==> src/rtl/oai33_arc_sequencer.sv <==
// Built-in self-test sequencer: sweeps all 64 input vectors of an OAI33 cell and counts mismatches.
// Optional macro OAI33_ARC_SEQUENCER_STOP_ON_FAIL_EN ends the sweep at the first mismatching vector.
module oai33_arc_sequencer #(
    parameter int SETTLE_CYC = 2
) (
    input  logic       clk,
    input  logic       rn,
    input  logic       start,
    input  logic       zn_obs,
    output logic       a1,
    output logic       a2,
    output logic       a3,
    output logic       b1,
    output logic       b2,
    output logic       b3,
    output logic       busy,
    output logic       done,
    output logic       pass,
    output logic [6:0] err_cnt,
    output logic [5:0] fail_vec
);

    typedef enum logic [1:0] {
        ST_IDLE   = 2'd0,
        ST_SETTLE = 2'd1,
        ST_SAMPLE = 2'd2,
        ST_FINISH = 2'd3
    } state_t;

    localparam logic [3:0] SETTLE_LD = 4'(SETTLE_CYC - 1);
    localparam logic [6:0] ERR_MAX   = 7'd64;

    // Reference OAI33 response for a packed {A1,A2,A3,B1,B2,B3} vector.
    function automatic logic oai33_expect(input logic [5:0] vec);
        return ~((vec[5] | vec[4] | vec[3]) & (vec[2] | vec[1] | vec[0]));
    endfunction

    state_t     state_r;
    state_t     state_nx_s;
    logic [5:0] vec_r;
    logic [5:0] vec_nx_s;
    logic [3:0] cnt_r;
    logic [3:0] cnt_nx_s;
    logic [6:0] err_r;
    logic [6:0] err_nx_s;
    logic [5:0] fail_r;
    logic [5:0] fail_nx_s;
    logic       busy_r;
    logic       done_r;
    logic       pass_r;
    logic       mismatch_s;

    assign mismatch_s = (zn_obs != oai33_expect(vec_r));

    // Next-state and datapath decisions for the sweep.
    always_comb begin
        state_nx_s = state_r;
        vec_nx_s   = vec_r;
        cnt_nx_s   = cnt_r;
        err_nx_s   = err_r;
        fail_nx_s  = fail_r;
        case (state_r)
            ST_IDLE, ST_FINISH: begin
                if (start) begin
                    state_nx_s = ST_SETTLE;
                    vec_nx_s   = 6'd0;
                    cnt_nx_s   = SETTLE_LD;
                    err_nx_s   = 7'd0;
                    fail_nx_s  = 6'd0;
                end else begin
                    state_nx_s = state_r;
                end
            end
            ST_SETTLE: begin
                if (cnt_r == 4'd0) begin
                    state_nx_s = ST_SAMPLE;
                end else begin
                    cnt_nx_s = cnt_r - 4'd1;
                end
            end
            ST_SAMPLE: begin
                if (mismatch_s) begin
                    // Counter cannot exceed 64 in one sweep; saturation is only a guard.
                    if (err_r != ERR_MAX) begin
                        err_nx_s = err_r + 7'd1;
                    end else begin
                        err_nx_s = err_r;
                    end
                    if (err_r == 7'd0) begin
                        fail_nx_s = vec_r;
                    end else begin
                        fail_nx_s = fail_r;
                    end
                end else begin
                    err_nx_s = err_r;
                end
`ifdef OAI33_ARC_SEQUENCER_STOP_ON_FAIL_EN
                if (mismatch_s || (vec_r == 6'd63)) begin
                    state_nx_s = ST_FINISH;
                end else begin
                    state_nx_s = ST_SETTLE;
                    vec_nx_s   = vec_r + 6'd1;
                    cnt_nx_s   = SETTLE_LD;
                end
`else
                if (vec_r == 6'd63) begin
                    state_nx_s = ST_FINISH;
                end else begin
                    state_nx_s = ST_SETTLE;
                    vec_nx_s   = vec_r + 6'd1;
                    cnt_nx_s   = SETTLE_LD;
                end
`endif
            end
            default: begin
                state_nx_s = ST_IDLE;
                vec_nx_s   = 6'd0;
                cnt_nx_s   = 4'd0;
                err_nx_s   = 7'd0;
                fail_nx_s  = 6'd0;
            end
        endcase
    end

    // State, vector, settle counter and result registers.
    always_ff @(posedge clk or negedge rn) begin
        if (!rn) begin
            state_r <= ST_IDLE;
            vec_r   <= 6'd0;
            cnt_r   <= 4'd0;
            err_r   <= 7'd0;
            fail_r  <= 6'd0;
        end else begin
            state_r <= state_nx_s;
            vec_r   <= vec_nx_s;
            cnt_r   <= cnt_nx_s;
            err_r   <= err_nx_s;
            fail_r  <= fail_nx_s;
        end
    end

    // Status flags registered from the next state so they change with it.
    always_ff @(posedge clk or negedge rn) begin
        if (!rn) begin
            busy_r <= 1'b0;
            done_r <= 1'b0;
            pass_r <= 1'b0;
        end else begin
            busy_r <= (state_nx_s == ST_SETTLE) || (state_nx_s == ST_SAMPLE);
            done_r <= (state_nx_s == ST_FINISH);
            pass_r <= (state_nx_s == ST_FINISH) && (err_nx_s == 7'd0);
        end
    end

    assign a1       = vec_r[5];
    assign a2       = vec_r[4];
    assign a3       = vec_r[3];
    assign b1       = vec_r[2];
    assign b2       = vec_r[1];
    assign b3       = vec_r[0];
    assign busy     = busy_r;
    assign done     = done_r;
    assign pass     = pass_r;
    assign err_cnt  = err_r;
    assign fail_vec = fail_r;

endmodule

==> config.mk <==
export PLATFORM = sky130hd
export DESIGN_NAME = oai33_arc_sequencer
export DESIGN_NICKNAME = d
export VERILOG_FILES = /design/src/rtl/oai33_arc_sequencer.sv
export SDC_FILE = /design/constraint.sdc
export NUM_CORES = 1
export LEC_CHECK = 0
export ABC_AREA = 1
export BUFFER_PORTS_ARGS = -buffer_cell sky130_fd_sc_hd__buf_2
export CAP_MARGIN = 20
export CORE_UTILIZATION = 46
export CTS_CLUSTER_DIAMETER = 60
export DETAILED_ROUTE_END_ITERATION = 8
export MAX_ROUTING_LAYER = met4
export PLACE_DENSITY = 0.69
export SLEW_MARGIN = 20
export SYNTH_ARGS = -nofsm -noshare
export SYNTH_HDL_FRONTEND = slang
export SYNTH_SLANG_ARGS = --single-unit
==> constraint.sdc <==
create_clock -name clk -period 2 [get_ports clk]
set_input_delay 0.4 -clock clk [delete_from_list [all_inputs] [get_ports clk]]
set_output_delay 0.4 -clock clk [all_outputs]
set_load 0.1 [all_outputs]
==> impl_metrics.py <==
metrics = {
    "worst_setup_path": {
        "reg2reg_slack_ns": 0.15,
        "r2r_cells": 11,
        "critPathKind": "reg2reg",
        "r2r-end": "vec_r[5]$_DFFE_PN0P_",
        "crit_slowest_cell": "dfrtp_1",
        "r2r_start": "state_r[1]$_DFF_PN0_",
        "end_kind": "register",
        "worst_setup_path_start_kind": "register",
        "cp_cell_sequence": "inv_1, ha_1, buf_4, nor2_8, inv_2, nor2_8, inv_2, nor2_2, nand2_1, nor3b_2, nor3_2",
        "cp_max_fo": 8,
        "cp.required_ns": 2.16,
        "crit_arrival_ns": 2.02,
        "critPathMaxStageDelay_ns": 0.44,
    },
    "final_layout": {
        "fill_cells": 327,
        "area_growth_pct": 18.2,
        "n_antenna_cell": 0,
        "final_cells": 284,
        "drive_gt1_share_pct": 35.7,
        "regArea_um2": 718,
        "design_area_um2": 2040,
        "utilization_pct": 58.9,
        "final_nets": 252,
        "multiInputGateArea_um2": 936,
    },
    "detailed_routing": {
        "routedWlPerCell_um": 12.3,
        "met3_length_um": 177,
        "top_layer": "met4",
        "routedLengthMet1_um": 1760,
        "firstDrtPassIters": 4,
        "via_per_inst": 4.94,
        "num_vias": 1403,
        "drt-initial-drc-count": 118,
        "drcViolationCount": 0,
        "drtAntennaViolNets": 0,
        "dr_wl_met2_um": 1510,
        "finalWirelength_um": 3490,
    },
    "worst_hold_path": {
        "holdCritPathClass": "in2async",
    },
    "synthesis": {
        "synth.yosys.seq_area_share_pct": 40.5,
        "synthesis.area_um2": 1730,
        "ys_ff_latch": 28,
        "synth_cell_types": 33,
        "syn_inst": 206,
        "postSynthAreaPerCell_um2": 8.39,
        "synth.yosys.warnings": 0,
        "synth_fp_nets": 218,
    },
    "job": {
        "max_cap_viol_count": 0,
    },
    "power": {
        "total_leakage_power_nw": 1.04,
        "combPwrFrac_pct": 57.6,
        "intPower_mw": 1.21,
        "total_power_mw": 2.50,
        "p_sw_share_pct": 51.6,
        "power_frac_seq_pct": 30.0,
        "netSwitchingPower_mw": 1.29,
        "power_density_nw_per_um2": 1220,
        "peakVddDrop_mv": 0.736,
        "clockPowerShare_pct": 12.4,
    },
    "clock_network": {
        "htreeDepth": 1,
        "clockBufferDepth": 2,
        "clk_pin_slew_ns": 0.09,
        "cts_tree": "built",
        "clock-sinks": 28,
        "numCtsBuffers": 3,
        "clk_latency_ns": 0.28,
        "root_buffer": "clkbuf_8",
    },
    "placed_design": {
        "post-place-ws_ns": 0.0637,
        "placed_area_um2": 1970,
        "dp_hpwl_um": 2670,
        "globalplace.congestion": 0.920,
        "dp.cells": 280,
        "io_buffers": 25,
    },
    "global_route": {
        "grt_start_max_net_pins": 29,
        "grt_usage_pct": 20.1,
        "grt-ovfl-total": 0,
        "grt_pass1_vias": 1330,
        "antenna_found_initial": 0,
        "grt_pass1_wl_um": 6110,
    },
    "floorplanning": {
        "die_h_um": 63.3,
        "die-area_um2": 4010,
        "die_width_um": 63.3,
        "io_pins": 26,
        "core_area_um2": 3470,
        "rows": 21,
        "start_util_pct": 49.9,
    },
    "sta": {
        "post-route-min-period_ns": 1.85,
        "max_freq_mhz": 539,
        "skew_ns": 0.00518,
        "slew_violations": 0,
        "finalSetupViolCount": 0,
        "rsz0062_at_grt": "false",
        "finalSetupTns_ns": 0,
        "fin_hold_ws_ns": 0.128,
        "relSlewSlack_pct": 58.8,
        "setup_slack_ns": 0.145,
        "post-route-period-util_pct": 92.7,
        "worst_pin_slew_ns": 0.617,
        "hold_violations": 0,
    },
    "run_status": {
        "status": "completed",
    },
}
[cell families after synthesis]
group | synth area share (%)
simple gates | 33.9
buf+inv | 8.03
flops | 40.5
compound gates | 9.77
fa+ha+maj | 5.79
xor+xnor | 2.03
[cell usage in the layout, fill, tap and decap left out, types with 4 or more instances in the layout]
master   count
o21ai_0      7
nor2_2       5
dfrtp_1     20
xor2_1       4
nand3_1     18
o21ai_1      4
inv_1       23
dfrtp_2      5
buf_4        6
nand2_2      5
nor2_1      13
buf_2       25
nand2_1     45
nand3_2      4
inv_2        9
ha_1         5
[layout make-up]
type / instances / share of cell area (%)
Inverter: 32 / 5.88
Multi-Input combinational cell: 144 / 45.8
Clock buffer: 3 / 2.02
Sequential cell: 28 / 35.2
Timing Repair Buffer: 31 / 8.33
Tap cell: 46 / 2.82
[power groups by stage]
stage / Clock [mW] / Sequential, mW / Combinational [mW]
floorplan: 0 / 1.08 / 0.834
global route: 0.347 / 0.763 / 1.59
global placement: 0 / 0.757 / 1.37
finish: 0.311 / 0.749 / 1.44
detailed placement: 0 / 0.755 / 1.38
CTS: 0.322 / 0.745 / 1.39
[how the worst max path moves through the flow]
| stage | start | cells past startpoint | slack (ns) | end |
|---|---|---|---|---|
| 2_1_floorplan | vec_r[0]$_DFFE_PN0P_ | 10 | -0.07 | pass$_DFF_PN0_ |
| 6_report | state_r[1]$_DFF_PN0_ | 11 | 0.15 | vec_r[5]$_DFFE_PN0P_ |
| 5_1_grt | cnt_r[0]$_DFFE_PN0P_ | 11 | 0.0002 | pass$_DFF_PN0_ |
| 3_5_place_dp | state_r[0]$_DFF_PN0_ | 12 | 0.06 | vec_r[5]$_DFFE_PN0P_ |
| 3_3_place_gp | state_r[0]$_DFF_PN0_ | 12 | 0.15 | vec_r[5]$_DFFE_PN0P_ |
| 4_1_cts | state_r[0]$_DFF_PN0_ | 12 | 0.05 | vec_r[5]$_DFFE_PN0P_ |
[layer usage]
layer | GRT usage [%] | vias to the layer above
li1 | - | 730
met1 | 28.5 | 628
met2 | 30.0 | 39
met3 | 2.90 | 6
met4 | 5.11 | 0
met5 | - | -
[synth_stat cells]
cell type  count  area (um2)
nand2_1       45         169
dfrtp_1       28         701
inv_1         23        86.3
nand3_1       19        95.1
nor2_1        15        56.3
inv_2          9        33.8
ha_1           8         100
o21ai_0        8        40.0
nand2_2        5        31.3
o21ai_1        4        20.0
xor2_1         4        35.0
nand2_4        3        33.8
nand3_2        3        30.0
nor2_2         3        18.8
nor3_1         3        15.0
nor3_2         3        30.0
a21oi_1        2        10.0
nor2_8         2        40.0
nor3b_2        2        25.0
o22ai_1        2        12.5
o31ai_1        2        15.0
o31ai_2        2        25.0
a211oi_1       1        7.51
a311oi_1       1        8.76
a31oi_1        1        6.26
buf_4          1        7.51
buf_6          1        11.3
nand4_1        1        6.26
nor2_4         1        11.3
nor3_4         1        16.3
nor3b_1        1        7.51
o211ai_1       1        7.51
o41ai_2        1        16.3
[sequential cells by signal (all words and copies together) (netlist names)]
signal    count
fail_vec      6
vec_r         6
cnt_r         4
err_cnt       7
busy          1
pass          1
state_r       2
done          1
[timing repair]
item,4_1_cts,5_1_grt
hold buffers,0,0
setup endpoints to repair,0,5
hold endpoints to repair,0,0
resized for setup,0,5
buffers inserted,0,1
[worst max-delay path: cells and delay by family (launching register included)]
family                     cells  cell delay, ns
DFF                            1            0.44
buffers and inverters          4            0.41
adders and majority gates      1            0.20
and+or+nand+nor                6            0.69
Note: power is estimated with default switching activity, not from simulation.
